==> config.mk <==
export PLATFORM = sky130hd
export DESIGN_NAME = risc16_dmem_arbiter
export DESIGN_NICKNAME = d
export VERILOG_FILES = /design/src/rtl/risc16_pkg.sv /design/src/rtl/rr_pick2.sv /design/src/rtl/risc16_dmem_arbiter.sv
export SDC_FILE = /design/constraint.sdc
export NUM_CORES = 1
export LEC_CHECK = 0
export CORE_UTILIZATION = 24
export DETAILED_ROUTE_END_ITERATION = 8
export GPL_TIMING_DRIVEN = 0
export PLACE_DENSITY = 0.89
export SYNTH_ARGS = -nofsm -noshare
export SYNTH_HDL_FRONTEND = slang
export SYNTH_SLANG_ARGS = --single-unit
export TNS_END_PERCENT = 30
==> constraint.sdc <==
create_clock -name clk -period 1.5 [get_ports clk]
set_input_delay 0.15 -clock clk [delete_from_list [all_inputs] [get_ports clk]]
set_output_delay 0.15 -clock clk [all_outputs]
set_load 0.03 [all_outputs]
==> src/rtl/risc16_pkg.sv <==
// Shared types for the RiSC-16 data-memory arbiter: port ids, arbiter states
// and the request payload forwarded to the RAM.
package risc16_pkg;

  localparam int unsigned WORD_W = 16;

  typedef enum logic {
    PORT_C = 1'b0,
    PORT_D = 1'b1
  } port_e;

  typedef enum logic {
    ARB    = 1'b0,
    LOCKED = 1'b1
  } arb_state_e;

  typedef struct packed {
    logic              we;
    logic [WORD_W-1:0] addr;
    logic [WORD_W-1:0] wdata;
  } mem_req_t;

endpackage

==> src/rtl/rr_pick2.sv <==
// Two-way round-robin picker; bit 0 is the core port, bit 1 the loader port.
// The force inputs override the rotation while the loader holds a lock.
module rr_pick2
  import risc16_pkg::*;
(
  input  logic [1:0] req,
  input  port_e      last_winner,
  input  logic       force_d,
  input  logic       force_c,
  output logic [1:0] gnt_c
);

  always_comb begin
    gnt_c = 2'b00;
    if (force_c) begin
      gnt_c = {1'b0, req[0]};
    end else if (force_d) begin
      gnt_c = {req[1], 1'b0};
    end else if (req == 2'b11) begin
      gnt_c = (last_winner == PORT_D) ? 2'b01 : 2'b10;
    end else begin
      gnt_c = req;
    end
  end

endmodule

==> src/rtl/risc16_dmem_arbiter.sv <==
// Shares the RiSC-16 single-port data RAM between the core (C) and the loader (D):
// round-robin, plus a D lock that yields one slot to a waiting core every p_MAX_LOCK grants.
module risc16_dmem_arbiter
  import risc16_pkg::*;
#(
  parameter int unsigned p_DATA_MEM_SIZE = 1024,
  parameter int unsigned p_ADDR_W        = $clog2(p_DATA_MEM_SIZE),
  parameter int unsigned p_MAX_LOCK      = 8
) (
  input  logic                clk,
  input  logic                rst,
  input  logic                c_req,
  input  logic                c_we,
  input  logic [WORD_W-1:0]   c_addr,
  input  logic [WORD_W-1:0]   c_wdata,
  output logic                c_gnt,
  output logic                c_rvalid,
  output logic [WORD_W-1:0]   c_rdata,
  output logic                c_err,
  input  logic                d_req,
  input  logic                d_we,
  input  logic [WORD_W-1:0]   d_addr,
  input  logic [WORD_W-1:0]   d_wdata,
  input  logic                d_lock,
  output logic                d_gnt,
  output logic                d_rvalid,
  output logic [WORD_W-1:0]   d_rdata,
  output logic                d_err,
  output logic                m_en,
  output logic                m_we,
  output logic [p_ADDR_W-1:0] m_addr,
  output logic [WORD_W-1:0]   m_wdata,
  input  logic [WORD_W-1:0]   m_rdata
);

  localparam int unsigned CNT_W = $clog2(p_MAX_LOCK + 1);

  arb_state_e       state;
  arb_state_e       state_nxt;
  port_e            last_winner;
  logic [CNT_W-1:0] lock_cnt;
  logic             lock_hold;
  logic             lock_full;
  logic             force_c;
  logic             force_d;
  logic [1:0]       gnt;
  mem_req_t         c_bus;
  mem_req_t         d_bus;
  mem_req_t         win;
  logic             in_range;
  logic             cpl_c;
  logic             cpl_d;
  logic             cpl_err;
  logic             cpl_rd;

  assign c_bus = '{we: c_we, addr: c_addr, wdata: c_wdata};
  assign d_bus = '{we: d_we, addr: d_addr, wdata: d_wdata};

  // Lock holds only while D keeps both req and lock high; the core gets one slot when the count saturates.
  assign lock_hold = (state == LOCKED) && d_req && d_lock;
  assign lock_full = (lock_cnt == CNT_W'(p_MAX_LOCK));
  assign force_c   = lock_hold && lock_full && c_req;
  assign force_d   = lock_hold && !force_c;

  rr_pick2 u_pick (
    .req         ({d_req, c_req}),
    .last_winner (last_winner),
    .force_d     (force_d),
    .force_c     (force_c),
    .gnt_c       (gnt)
  );

  always_ff @(posedge clk or negedge rst) begin
    if (!rst) state <= ARB;
    else      state <= state_nxt;
  end

  always_comb begin
    state_nxt = state;
    case (state)
      ARB:     if (gnt[1] && d_lock) state_nxt = LOCKED;
      LOCKED:  if (!lock_hold)       state_nxt = ARB;
      default: state_nxt = ARB;
    endcase
  end

  always_comb begin
    c_gnt    = gnt[0];
    d_gnt    = gnt[1];
    win      = gnt[1] ? d_bus : c_bus;
    in_range = 32'(win.addr) < p_DATA_MEM_SIZE;
    m_en     = (|gnt) && in_range;
    m_we     = (|gnt) && win.we;
    m_addr   = in_range ? p_ADDR_W'(win.addr) : '0;
    m_wdata  = win.wdata;
  end

  always_ff @(posedge clk or negedge rst) begin
    if (!rst) begin
      last_winner <= PORT_D;
      lock_cnt    <= '0;
    end else begin
      if (gnt[0])      last_winner <= PORT_C;
      else if (gnt[1]) last_winner <= PORT_D;

      if (!lock_hold || force_c)  lock_cnt <= '0;
      else if (gnt[1] && c_req)   lock_cnt <= lock_cnt + CNT_W'(1);
    end
  end

  // One-cycle completion pipeline; reset drops any access still in flight.
  always_ff @(posedge clk or negedge rst) begin
    if (!rst) begin
      cpl_c   <= 1'b0;
      cpl_d   <= 1'b0;
      cpl_err <= 1'b0;
      cpl_rd  <= 1'b0;
    end else begin
      cpl_c   <= gnt[0];
      cpl_d   <= gnt[1];
      cpl_err <= (|gnt) && !in_range;
      cpl_rd  <= (|gnt) && in_range && !win.we;
    end
  end

  assign c_rvalid = cpl_c;
  assign c_err    = cpl_c && cpl_err;
  assign c_rdata  = (cpl_c && cpl_rd) ? m_rdata : '0;
  assign d_rvalid = cpl_d;
  assign d_err    = cpl_d && cpl_err;
  assign d_rdata  = (cpl_d && cpl_rd) ? m_rdata : '0;

endmodule

==> results.py <==
metrics = {
    "worst_hold_path": {
        "hp-start": "c_req",
        "worst_hold_path_type": "input pin to flip-flop",
        "min_path_cells": 2,
    },
    "finish": {
        "finalInstanceArea_mm2": 0.00318,
        "finish.utilization_pct": 66.5,
        "final-instance-count-excl-fill": 373,
        "layout.nets": 396,
        "diodes": 0,
        "nFillCells": 375,
        "final_common_cell": "clkdlybuf4s50_1",
        "syn2layout_area_growth_pct": 163,
        "final_cell_mix": "clkdlybuf4s50_1, and3_1, buf_6",
        "drive_gt1_share_pct": 39.5,
    },
    "die": {
        "die_area_mm2": 0.00533,
        "rows": 25,
        "initial_core_util_pct": 25.3,
        "die_w_um": 73.0,
        "core_area_mm2": 0.00479,
        "io_pins": 153,
        "die_h_um": 73.0,
    },
    "power": {
        "power_density_mw_per_mm2": 449,
        "ir_worst_vdd_mv": 0.521,
        "p_leak_nw": 1.45,
    },
    "grt": {
        "antenna_found_initial": 0,
        "grt_pass1_vias": 1688,
        "overflow": 0,
        "grt_start_max_net_pins": 11,
        "grt_first_pass_wirelength_um": 7690,
        "track_usage_pct": 18.1,
    },
    "sta": {
        "tightest_slew_ps": 444,
        "fmax_mhz": 479,
        "slew_viol_final": 0,
        "fin_crit_sh_pct": 139,
        "final.setup_skew_ps": 3.02,
        "slew_headroom_pct": 70.3,
        "hold_viol": 0,
        "layout_min_cycle_time_ps": 2090,
        "finalSetupViolCount": 32,
        "rsz0062_at_grt": "yes",
        "fin_ws_ps": -587,
    },
    "clock_network": {
        "root_buffer": "clkbuf_8",
        "cts_hold_buf": 0,
        "numClockSinks": 10,
        "insertion_delay_ps": 230,
        "htreeDepth": 1,
        "cts_buffers": 3,
        "clock_path_buffers": 2,
        "cts_tree": "built",
        "clk_pin_slew_ps": 50,
    },
    "critical_path": {
        "reg2reg_from": "lock_cnt[0]",
        "path_class": "flip-flop to primary output",
        "crit_required_ps": 1350,
        "regToRegSetupSlack_ps": -150,
        "startpoint_type": "flip-flop",
        "critical_path.max_fanout": 10,
        "setup.worst_path.end_class": "primary output",
        "crit_end": "m_wdata[5]",
        "crit_path_start": "lock_cnt[0]",
        "worstPathArrival_ps": 1940,
        "r2r_end": "cpl_err",
        "rr_worst_depth": 8,
    },
    "synthesis": {
        "syn_nets": 235,
        "synth_compound_area_share_pct": 2.27,
        "yosysUniqueCellTypes": 28,
        "synthMuxAreaShare_pct": 27.3,
        "synth_fa_ha_area_share_pct": 2.07,
        "netlist_area_mm2": 0.00121,
        "synth-seq-cells": 10,
        "synth_simple_gate_area_share_pct": 37.1,
        "syn_area_per_cell_um2": 8.30,
        "synth-xor-area-share_pct": 2.17,
        "syn_inst": 146,
        "yosys_warnings": 0,
        "synth_top_family_by_area": "simple AND/OR/NAND/NOR gates",
        "yosysSeqAreaShare_pct": 20.8,
    },
    "routing": {
        "wl_um": 5210,
        "vias": 1708,
        "firstDrtPassIters": 4,
        "drcViolationCount": 0,
        "vias_per_cell": 4.58,
        "dr.first_iter.drc_count": 34,
        "antenna_left": 0,
        "post_drt_wl_per_cell_um": 14.0,
    },
    "placement": {
        "post-place-cells": 364,
        "numPortBuffers": 151,
        "place_area_mm2": 0.00304,
        "dp_hpwl_um": 4230,
        "gp_congestion": 0.757,
    },
    "outcome": {
        "violations": "negative setup slack",
        "outcome": "finished, violations left",
    },
    "run": {
        "drv_cap": 0,
    },
}
[timing repair]
action / CTS / global route
setup endpoints to repair: 69 / 63
gates cloned: 1 / 0
endpoints found under the hold margin: 0 / 0
pin swaps: 1 / 1
buffers inserted: 4 / 1
resized for setup: 318 / 37
[state kept, by name (all words and copies together), names as in the netlist]
name / flops
lock_cnt: 4
d_rvalid: 1
c_rvalid: 1
last_winner: 1
cpl_rd: 1
cpl_err: 1
state: 1
[worst max-delay path: stages (launching register included)]
cell	delay, ps
dfrtp_1	370
inv_1	60
ha_1	140
nand4b_1	120
or2_4	270
nand3_4	130
buf_12	170
mux2_4	310
buf_6	140
[where the power goes]
part	total [mW]	leakage [nW]	internal [mW]	switching, mW
Clock	0.332	0.0288	0.230	0.102
Sequential	0.306	0.127	0.288	0.0179
Combinational	0.790	1.30	0.462	0.329
Total	1.43	1.45	0.980	0.448
[through the flow]
| stage | hold WS [ps] | setup WS, ps | setup TNS [ps] | power (mW) |
|---|---|---|---|---|
| global route | 223 | -691 | -20460 | 1.49 |
| detailed placement | 432 | -1070 | -37850 | 1.06 |
| CTS | 200 | -654 | -18930 | 1.45 |
| floorplan | -146 | -231 | -6280 | 0.668 |
| finish | 203 | -587 | -16670 | 1.43 |
| global placement | 420 | -1030 | -36190 | 1.05 |
[metal layers]
layer | wire, µm | track usage [%] | share of wire, %
met1 | 1940 | 19.8 | 37
met5 | 0 | 0 | 0
met2 | 2810 | 36.4 | 54
met4 | 7 | 1.31 | 0.13
met3 | 451 | 3.73 | 8.7
[how the worst min path moves through the flow]
stage,to,slack (ps)
2_1_floorplan,c_rvalid,-150
6_report,state,200
3_3_place_gp,state,420
3_5_place_dp,state,430
5_1_grt,state,220
4_1_cts,state,200
[Yosys cell counts, drive strengths merged]
library cell   n  share of area, %
and3          32                17
nand2         27               8.4
mux2          16                15
mux2i         15                12
dfrtp          9                19
buf            6               5.0
inv            6               1.9
clkbuf         5               1.5
nor2           5               1.5
and2           3               1.5
ha             2               2.1
nand3          2               1.2
nand4          2               1.0
nor3           2               2.7
or4            2               1.9
xor2           2               1.4
a21oi          1              0.41
a31oi          1              0.52
dfstp          1               2.2
nand2b         1              0.52
nand4b         1              0.72
nor4           1              0.52
o2bb2ai        1              0.72
o31ai          1              0.62
or2            1              0.52
xnor2          1              0.72
[area by class of cell]
cell class | count | area [µm²] | area share (%)
Timing Repair Buffer | 156 | 1550 | 48.8
Multi-Input combinational cell | 119 | 1080 | 34.1
Sequential cell | 10 | 254 | 7.98
Buffer | 11 | 128 | 4.01
Tap cell | 67 | 83.8 | 2.63
Clock buffer | 4 | 55.1 | 1.73
Inverter | 6 | 22.5 | 0.708
[cell families (layout without fill, tap and decap cells)]
family	count (synthesis)	count (layout)
flip-flops	10	10
buffers and inverters	17	177
AO/OA/AOI/OAI	4	4
AND/OR/NAND/NOR	79	79
multiplexers	31	31
XOR/XNOR	3	3
adder cells (fa/ha/maj)	2	2
No activity file was read; power rests on OpenSTA's default activity.
